File: src/rtl/swan_cart_pkg.sv
// Shared types and constants for the cartridge unlock receiver.
// Holds the FSM state encoding, the frame geometry and the SYSTEM_CTRL1 location.
package swan_cart_pkg;

  localparam int               FRAME_W   = 18;
  localparam logic [FRAME_W-1:0] FRAME_PAT = 18'b0_0010100010100000_0;

  localparam logic [7:0] ADDR_KEY  = 8'hA5;
  localparam logic [7:0] ADDR_IDLE = 8'h00;

  localparam logic [7:0] SYSCTRL1_ADDR       = 8'hA0;
  localparam int         SYSCTRL1_UNLOCK_BIT = 7;

  typedef enum logic [2:0] {
    S_IDLE  = 3'd0,
    S_SEND  = 3'd1,
    S_HUNT  = 3'd2,
    S_CAPT  = 3'd3,
    S_CHECK = 3'd4,
    S_DONE  = 3'd5,
    S_FAIL  = 3'd6
  } state_t;

endpackage

File: src/rtl/swan_serial_capture.sv
// LSB-first frame shifter with bit counter; the serial bit enters at the top so
// the first received bit ends up in frame[0].
module swan_serial_capture
  import swan_cart_pkg::*;
(
  input  logic               CLK,
  input  logic               RST,
  input  logic               en,
  input  logic               clr,
  input  logic               din,
  output logic               full,
  output logic [FRAME_W-1:0] frame
);

  localparam int CW = $clog2(FRAME_W + 1);

  logic [CW-1:0] cnt;

  always_ff @(posedge CLK or posedge RST) begin
    if (RST) begin
      frame <= '1;
      cnt   <= '0;
    end else if (clr) begin
      frame <= '1;
      cnt   <= '0;
    end else if (en) begin
      frame <= {din, frame[FRAME_W-1:1]};
      cnt   <= cnt + 1'b1;
    end
  end

  // High when the next enabled shift completes the frame.
  assign full = (cnt == CW'(FRAME_W - 1));

endmodule

File: src/rtl/swan_cart_unlock.sv
// Boot-time cartridge unlock: issues the A5 key, hunts the start bit, captures and
// checks the mapper frame. Define SWAN_UNLOCK_SYNC_EN to add a 2-flop si synchronizer.
module swan_cart_unlock
  import swan_cart_pkg::*;
#(
  parameter int TIMEOUT = 64
)(
  input  logic       CLK,
  input  logic       RST,
  input  logic       start,
  input  logic       si,
  output logic [7:0] addr_o,
  output logic       addr_oe,
  output logic       busy,
  output logic       ctrl_unlock,
  output logic       done,
  output logic       fail,
  output state_t     state_dbg
);

  // Handshake: start is a single-cycle request accepted only in IDLE; done is a
  // single-cycle pulse; ctrl_unlock and fail are sticky until RST.

  logic si_s;

`ifdef SWAN_UNLOCK_SYNC_EN
  localparam int HUNT_LIMIT = TIMEOUT + 2;
  logic [1:0] si_sync;

  always_ff @(posedge CLK or posedge RST) begin
    if (RST) si_sync <= 2'b11;
    else     si_sync <= {si_sync[0], si};
  end

  assign si_s = si_sync[1];
`else
  localparam int HUNT_LIMIT = TIMEOUT;
  assign si_s = si;
`endif

  state_t               state, state_n;
  logic [8:0]           tcnt;
  logic                 tcnt_clr, tcnt_inc;
  logic                 cap_en, cap_clr, cap_full;
  logic [FRAME_W-1:0]   frame;

  swan_serial_capture u_capture (
    .CLK   (CLK),
    .RST   (RST),
    .en    (cap_en),
    .clr   (cap_clr),
    .din   (si_s),
    .full  (cap_full),
    .frame (frame)
  );

  always_ff @(posedge CLK or posedge RST) begin
    if (RST) begin
      state <= S_IDLE;
      tcnt  <= '0;
    end else begin
      state <= state_n;
      if (tcnt_clr)      tcnt <= '0;
      else if (tcnt_inc) tcnt <= tcnt + 1'b1;
    end
  end

  always_comb begin
    state_n  = state;
    cap_en   = 1'b0;
    cap_clr  = 1'b0;
    tcnt_clr = 1'b0;
    tcnt_inc = 1'b0;
    addr_o   = ADDR_IDLE;
    addr_oe  = 1'b0;
    busy     = 1'b0;
    done     = 1'b0;
    case (state)
      S_IDLE: begin
        if (start) state_n = S_SEND;
      end
      S_SEND: begin
        addr_o   = ADDR_KEY;
        addr_oe  = 1'b1;
        busy     = 1'b1;
        cap_clr  = 1'b1;
        tcnt_clr = 1'b1;
        state_n  = S_HUNT;
      end
      S_HUNT: begin
        addr_oe = 1'b1;
        busy    = 1'b1;
        // The final hunt slot is the timeout itself; a start bit there is too late.
        if (tcnt == 9'(HUNT_LIMIT - 1)) begin
          state_n = S_FAIL;
        end else if (!si_s) begin
          cap_en  = 1'b1;
          state_n = S_CAPT;
        end else begin
          tcnt_inc = 1'b1;
        end
      end
      S_CAPT: begin
        addr_oe = 1'b1;
        busy    = 1'b1;
        cap_en  = 1'b1;
        if (cap_full) state_n = S_CHECK;
      end
      S_CHECK: begin
        addr_oe = 1'b1;
        busy    = 1'b1;
        if (frame == FRAME_PAT) begin
          done    = 1'b1;
          state_n = S_DONE;
        end else begin
          state_n = S_FAIL;
        end
      end
      S_DONE:  state_n = S_DONE;
      S_FAIL:  state_n = S_FAIL;
      default: state_n = S_IDLE;
    endcase
  end

  // Terminal states double as the sticky SYSTEM_CTRL1 unlock bit and fail flag.
  assign ctrl_unlock = (state == S_DONE);
  assign fail        = (state == S_FAIL);
  assign state_dbg   = state;

endmodule

File: config.mk
export PLATFORM = sky130hd
export DESIGN_NAME = swan_cart_unlock
export DESIGN_NICKNAME = d
export VERILOG_FILES = /design/src/rtl/swan_cart_pkg.sv /design/src/rtl/swan_serial_capture.sv /design/src/rtl/swan_cart_unlock.sv
export SDC_FILE = /design/constraint.sdc
export NUM_CORES = 1
export LEC_CHECK = 0
export ABC_CLOCK_PERIOD_IN_PS = 1700
export BUFFER_PORTS_ARGS = -buffer_cell sky130_fd_sc_hd__buf_4
export CAP_MARGIN = 20
export CORE_MARGIN = 4
export CORE_UTILIZATION = 52
export CTS_CLUSTER_DIAMETER = 100
export DETAILED_ROUTE_END_ITERATION = 16
export GPL_ROUTABILITY_DRIVEN = 0
export PLACE_DENSITY_LB_ADDON = 0.05
export SLEW_MARGIN = 20
export SYNTH_ARGS = -nofsm -noshare
export SYNTH_HDL_FRONTEND = slang
export SYNTH_SLANG_ARGS = --single-unit
File: constraint.sdc
create_clock -name CLK -period 1.7 [get_ports CLK]
set_input_delay 0.17 -clock CLK [delete_from_list [all_inputs] [get_ports CLK]]
set_output_delay 0.17 -clock CLK [all_outputs]
set_load 0.005 [all_outputs]
==> results_tabular.tex <==
\begin{tabular}{lr}
\hline
Metric & Value \\
\hline
\multicolumn{2}{l}{\textbf{Outcome}} \\
\quad Status & finished, violations left \\
\quad Violations in the final reports & setup timing \\
\multicolumn{2}{l}{\textbf{Timing}} \\
\quad Final setup margin & -0.4143 ns \\
\quad Maximum operating frequency & 473.0 MHz \\
\quad Clock tree skew after final layout & 0.006887 ns \\
\quad Final number of setup-violating endpoints & 29 \\
\quad Minimum clock period & 2.114 ns \\
\quad Worst hold margin & 0.1673 ns \\
\quad Number of pins exceeding their max-slew limit in the final report & 0 \\
\quad RSZ-0062 raised after global routing & true \\
\quad Period utilisation layout & 124.4\% \\
\quad Final Hold Fails & 0 \\
\multicolumn{2}{l}{\textbf{Logic synthesis}} \\
\quad Predominant post-synthesis flop cell & sky130\_fd\_sc\_hd\_\_dfstp\_2 \\
\quad Yosys reg bits & 35 \\
\quad Count of flip-flops with a built-in enable after synthesis & 0 \\
\quad Mapped Cells & 201 \\
\quad Synthesis Warnings & 0 \\
\quad Summed instance area of the synthesized netlist & 0.001889 sq mm \\
\quad Post-synth top area cell & sky130\_fd\_sc\_hd\_\_dfstp\_2 \\
\quad Most area-consuming cells after synthesis & sky130\_fd\_sc\_hd\_\_dfstp\_2 25\%, sky130\_fd\_sc\_hd\_\_dfrtp\_1 23\%, sky130\_fd\_sc\_hd\_\_nand2\_1 8.5\% \\
\quad Count of cell types in the netlist & 47 \\
\quad Fraction of synthesis flops using an asynchronous set or reset pin & 100.0\% \\
\quad Top-area cell type share of the netlist area & 25.03\% \\
\quad Mean area per synthesized cell & 9.400 sq um \\
\quad Sequential cell area fraction in the yosys report & 47.55\% \\
\multicolumn{2}{l}{\textbf{Clock tree}} \\
\quad Clock slew at the register clock pins of the worst setup and hold paths & 0.11 ns \\
\quad Number of H-tree branching levels & 2 \\
\quad Maximum clock path buffer count & 2 \\
\quad TritonCTS clock tree & done \\
\quad Clk\_lat worst skew & 0.34 ns \\
\quad Root Buffer Master & sky130\_fd\_sc\_hd\_\_clkbuf\_4 \\
\quad CTS sink count & 35 \\
\quad Number of clock buffers inserted by TritonCTS & 5 \\
\multicolumn{2}{l}{\textbf{Pwr}} \\
\quad Switching Fraction & 41.27\% \\
\quad Switching power & 1.948 mW \\
\quad Clock share of power & 9.4\% \\
\quad VDD IR-drop max & 0.7367 mV \\
\quad Portion of total power attributed to combinational logic & 53.4\% \\
\quad Sequential share of power & 37.2\% \\
\quad Pwr/cell area & 1713 mW/mm\^{}2 \\
\quad Static leakage & 1.266 nW \\
\quad PnR Total Power & 4.720 mW \\
\quad Internal power & 2.772 mW \\
\multicolumn{2}{l}{\textbf{Route}} \\
\quad Detailed-route wire length per cell & 17.76 microns \\
\quad DRT Wirelength & 5311 microns \\
\quad ANT nets after route & 0 \\
\quad Initial DRC count & 107 \\
\quad Via count of the routed design & 1678 \\
\quad First-pass iteration count of the detailed router & 4 \\
\quad Via-to-Cell Ratio & 5.612 \\
\quad Final routed DRC violation total & 0 \\
\multicolumn{2}{l}{\textbf{Worst setup path}} \\
\quad Path type of the worst setup path & reg2out \\
\quad Kind of launch point of the worst setup path & register \\
\quad CP max stage cell & sky130\_fd\_sc\_hd\_\_dfstp\_2 \\
\quad Worst setup slack for register-to-register paths & -0.20 ns \\
\quad Required time of the worst setup path & 1.53 ns \\
\quad Worst path max stage delay & 0.54 ns \\
\quad Worst R2R End & state\_dbg[0] \\
\quad Data arrival, critical path & 1.94 ns \\
\quad CP endpoint kind & output pin \\
\quad Biggest fanout along the worst timing path & 2 \\
\quad List of cells traversed by the critical path & or4b\_4, nor4\_4, and4\_1, buf\_4 \\
\quad Depth of the worst register-to-register path & 6 \\
\quad Worst R2R Start & u\_capture.frame[6] \\
\quad Crit path buf inv count & 1 \\
\quad CP delay by family, top & simple AND/OR/NAND/NOR gates \\
\multicolumn{2}{l}{\textbf{Floorplan}} \\
\quad Initial standard-cell utilization of the core & 55.31\% \\
\quad Number of core rows & 21 \\
\quad Die extent in y & 68.28 microns \\
\quad Number of I/O pins & 20 \\
\quad X dimension of the die & 68.28 microns \\
\quad Die footprint & 0.004661 sq mm \\
\quad Core area & 0.003416 sq mm \\
\multicolumn{2}{l}{\textbf{Worst hold path}} \\
\quad Class of the tightest hold or removal check & in2reg \\
\quad Hold depth & 3 \\
\quad Worst-case hold path end point & u\_capture.frame[17] \\
\quad Hold path startpoint & si \\
\multicolumn{2}{l}{\textbf{Flow run}} \\
\quad Max capacitance violation total & 0 \\
\multicolumn{2}{l}{\textbf{Layout}} \\
\quad Fill cells & 210 \\
\quad Post-layout nets & 259 \\
\quad Fraction of layout cells with a size suffix above 1 & 59.29\% \\
\quad Leading cell type in the layout, fill and taps excluded & sky130\_fd\_sc\_hd\_\_buf\_4 \\
\quad Area growth, synth to finish & 45.89\% \\
\quad Count of inserted antenna diode cells & 0 \\
\quad Most used cells in the layout excluding fill and tap cells & 46 x sky130\_fd\_sc\_hd\_\_buf\_4, 18 x sky130\_fd\_sc\_hd\_\_dfstp\_2, 17 x sky130\_fd\_sc\_hd\_\_nand2\_2, 17 x sky130\_fd\_sc\_hd\_\_nand2\_1, 16 x sky130\_fd\_sc\_hd\_\_dfrtp\_1 \\
\multicolumn{2}{l}{\textbf{Place}} \\
\quad Hpwl dp & 2615 microns \\
\quad Worst slack at placement & -0.06438 ns \\
\quad Number of buffers added on ports & 15 \\
\multicolumn{2}{l}{\textbf{Global route}} \\
\quad Sum of overflow across all layers after global routing & 0 \\
\quad GRT Util Overall & 21.88\% \\
\quad Maximum number of pins on one net before global-route repair & 36 \\
\quad Vias in the first global route & 1581 \\
\quad Initial antenna violation count & 0 \\
\quad Global-route wire length before repair & 7521 microns \\
\hline
\end{tabular}
## worst reg2reg max path, cell delays in order (launching register included)
cell,delay (ns)
sky130_fd_sc_hd__dfstp_2,0.54
sky130_fd_sc_hd__or4b_4,0.47
sky130_fd_sc_hd__nor4_4,0.19
sky130_fd_sc_hd__and4_1,0.27
sky130_fd_sc_hd__buf_4,0.12
sky130_fd_sc_hd__or3_1,0.10
sky130_fd_sc_hd__a31o_1,0.14
## synthesized netlist by cell type (2+ instances only)
cell type	number
sky130_fd_sc_hd__nand3_1	4
sky130_fd_sc_hd__and4b_1	2
sky130_fd_sc_hd__nor3_1	4
sky130_fd_sc_hd__or3_1	2
sky130_fd_sc_hd__dfrtp_1	17
sky130_fd_sc_hd__ha_1	3
sky130_fd_sc_hd__nand2_1	43
sky130_fd_sc_hd__buf_4	9
sky130_fd_sc_hd__buf_6	3
sky130_fd_sc_hd__a21oi_1	21
sky130_fd_sc_hd__inv_1	4
sky130_fd_sc_hd__o21ai_0	3
sky130_fd_sc_hd__buf_2	3
sky130_fd_sc_hd__xnor2_1	8
sky130_fd_sc_hd__clkbuf_1	4
sky130_fd_sc_hd__dfstp_2	18
sky130_fd_sc_hd__and3_1	2
sky130_fd_sc_hd__nor2_1	19
sky130_fd_sc_hd__and4_1	2
sky130_fd_sc_hd__nand4b_1	2
sky130_fd_sc_hd__xor2_1	2
## stage by stage
step                      setup TNS [ns]  area [sq um]  instances  util (%)
after floorplan                -0.003453          1909        204         -
after global routing              -4.892          2756        299     80.70
after CTS                         -3.427          2509        290     73.44
final                             -2.691          2756        299     80.70
after global placement          -0.08966          2141        268     62.67
after detailed placement         -0.1880          2141        268     62.67
## worst max path at each step
stage	cells after the start	slack (ns)	end	start
floorplan	6	-0.003	u_capture.cnt[0]	tcnt[6]
global placement	5	-0.06	state_dbg[0]	u_capture.frame[6]
detailed placement	5	-0.06	state_dbg[0]	u_capture.frame[6]
CTS	4	-0.38	done	u_capture.frame[6]
global route	4	-0.50	done	u_capture.frame[11]
finish	4	-0.41	done	u_capture.frame[6]
## per-layer routing
| layer | vias to the layer above | wire length (microns) | global-route usage [%] |
|---|---|---|---|
| li1 | 779 | - | - |
| met1 | 834 | 2180 | 27.37 |
| met2 | 48 | 2736 | 37.42 |
| met3 | 17 | 235 | 5.255 |
| met4 | 0 | 159 | 6.203 |
| met5 | - | 0 | 0 |
## sequential cells by signal (all words and copies together) (netlist names)
name             count
u_capture.frame     18
tcnt                 9
u_capture.cnt        5
state_dbg            3
## logic make-up after synthesis
kind of cell             synth area share [%]
AO/OA/AOI/OAI                           12.72
other                                  0.1985
AND/OR/NAND/NOR                         24.64
XOR/XNOR                                4.636
multiplexers                           0.5298
flip-flops                              47.55
adder cells (fa/ha/maj)                 1.987
buffers and inverters                   7.747
## power groups by stage
stage | registers (mW) | clock network (mW) | logic (mW)
after floorplan | 1.57 | 0 | 1.13
after detailed placement | 1.63 | 0 | 1.55
after CTS | 1.65 | 0.450 | 2.06
after global placement | 1.61 | 0 | 1.48
after global routing | 1.79 | 0.492 | 2.67
final | 1.76 | 0.443 | 2.52
## cell type report
class	instances	area [sq um]	share of cell area (%)
Clock buffer	6	41.29	1.498
Inverter	4	15.01	0.5447
Timing Repair Buffer	60	559.3	20.29
Sequential cell	35	899.6	32.64
Clock inverter	2	12.51	0.4539
Multi-Input combinational cell	146	1171	42.49
Tap cell	46	57.56	2.088
## timing repair
| action | 4_1_cts | 5_1_grt |
|---|---|---|
| cloned | 4 | 1 |
| buffers inserted | 9 | 11 |
| hold buffers | 1 | 0 |
| pin swaps | 21 | 28 |
| hold endpoints to repair | 17 | 0 |
| gates resized for setup | 34 | 58 |
| endpoints found under the setup margin | 25 | 34 |
No activity file was read; power rests on OpenSTA's default activity.
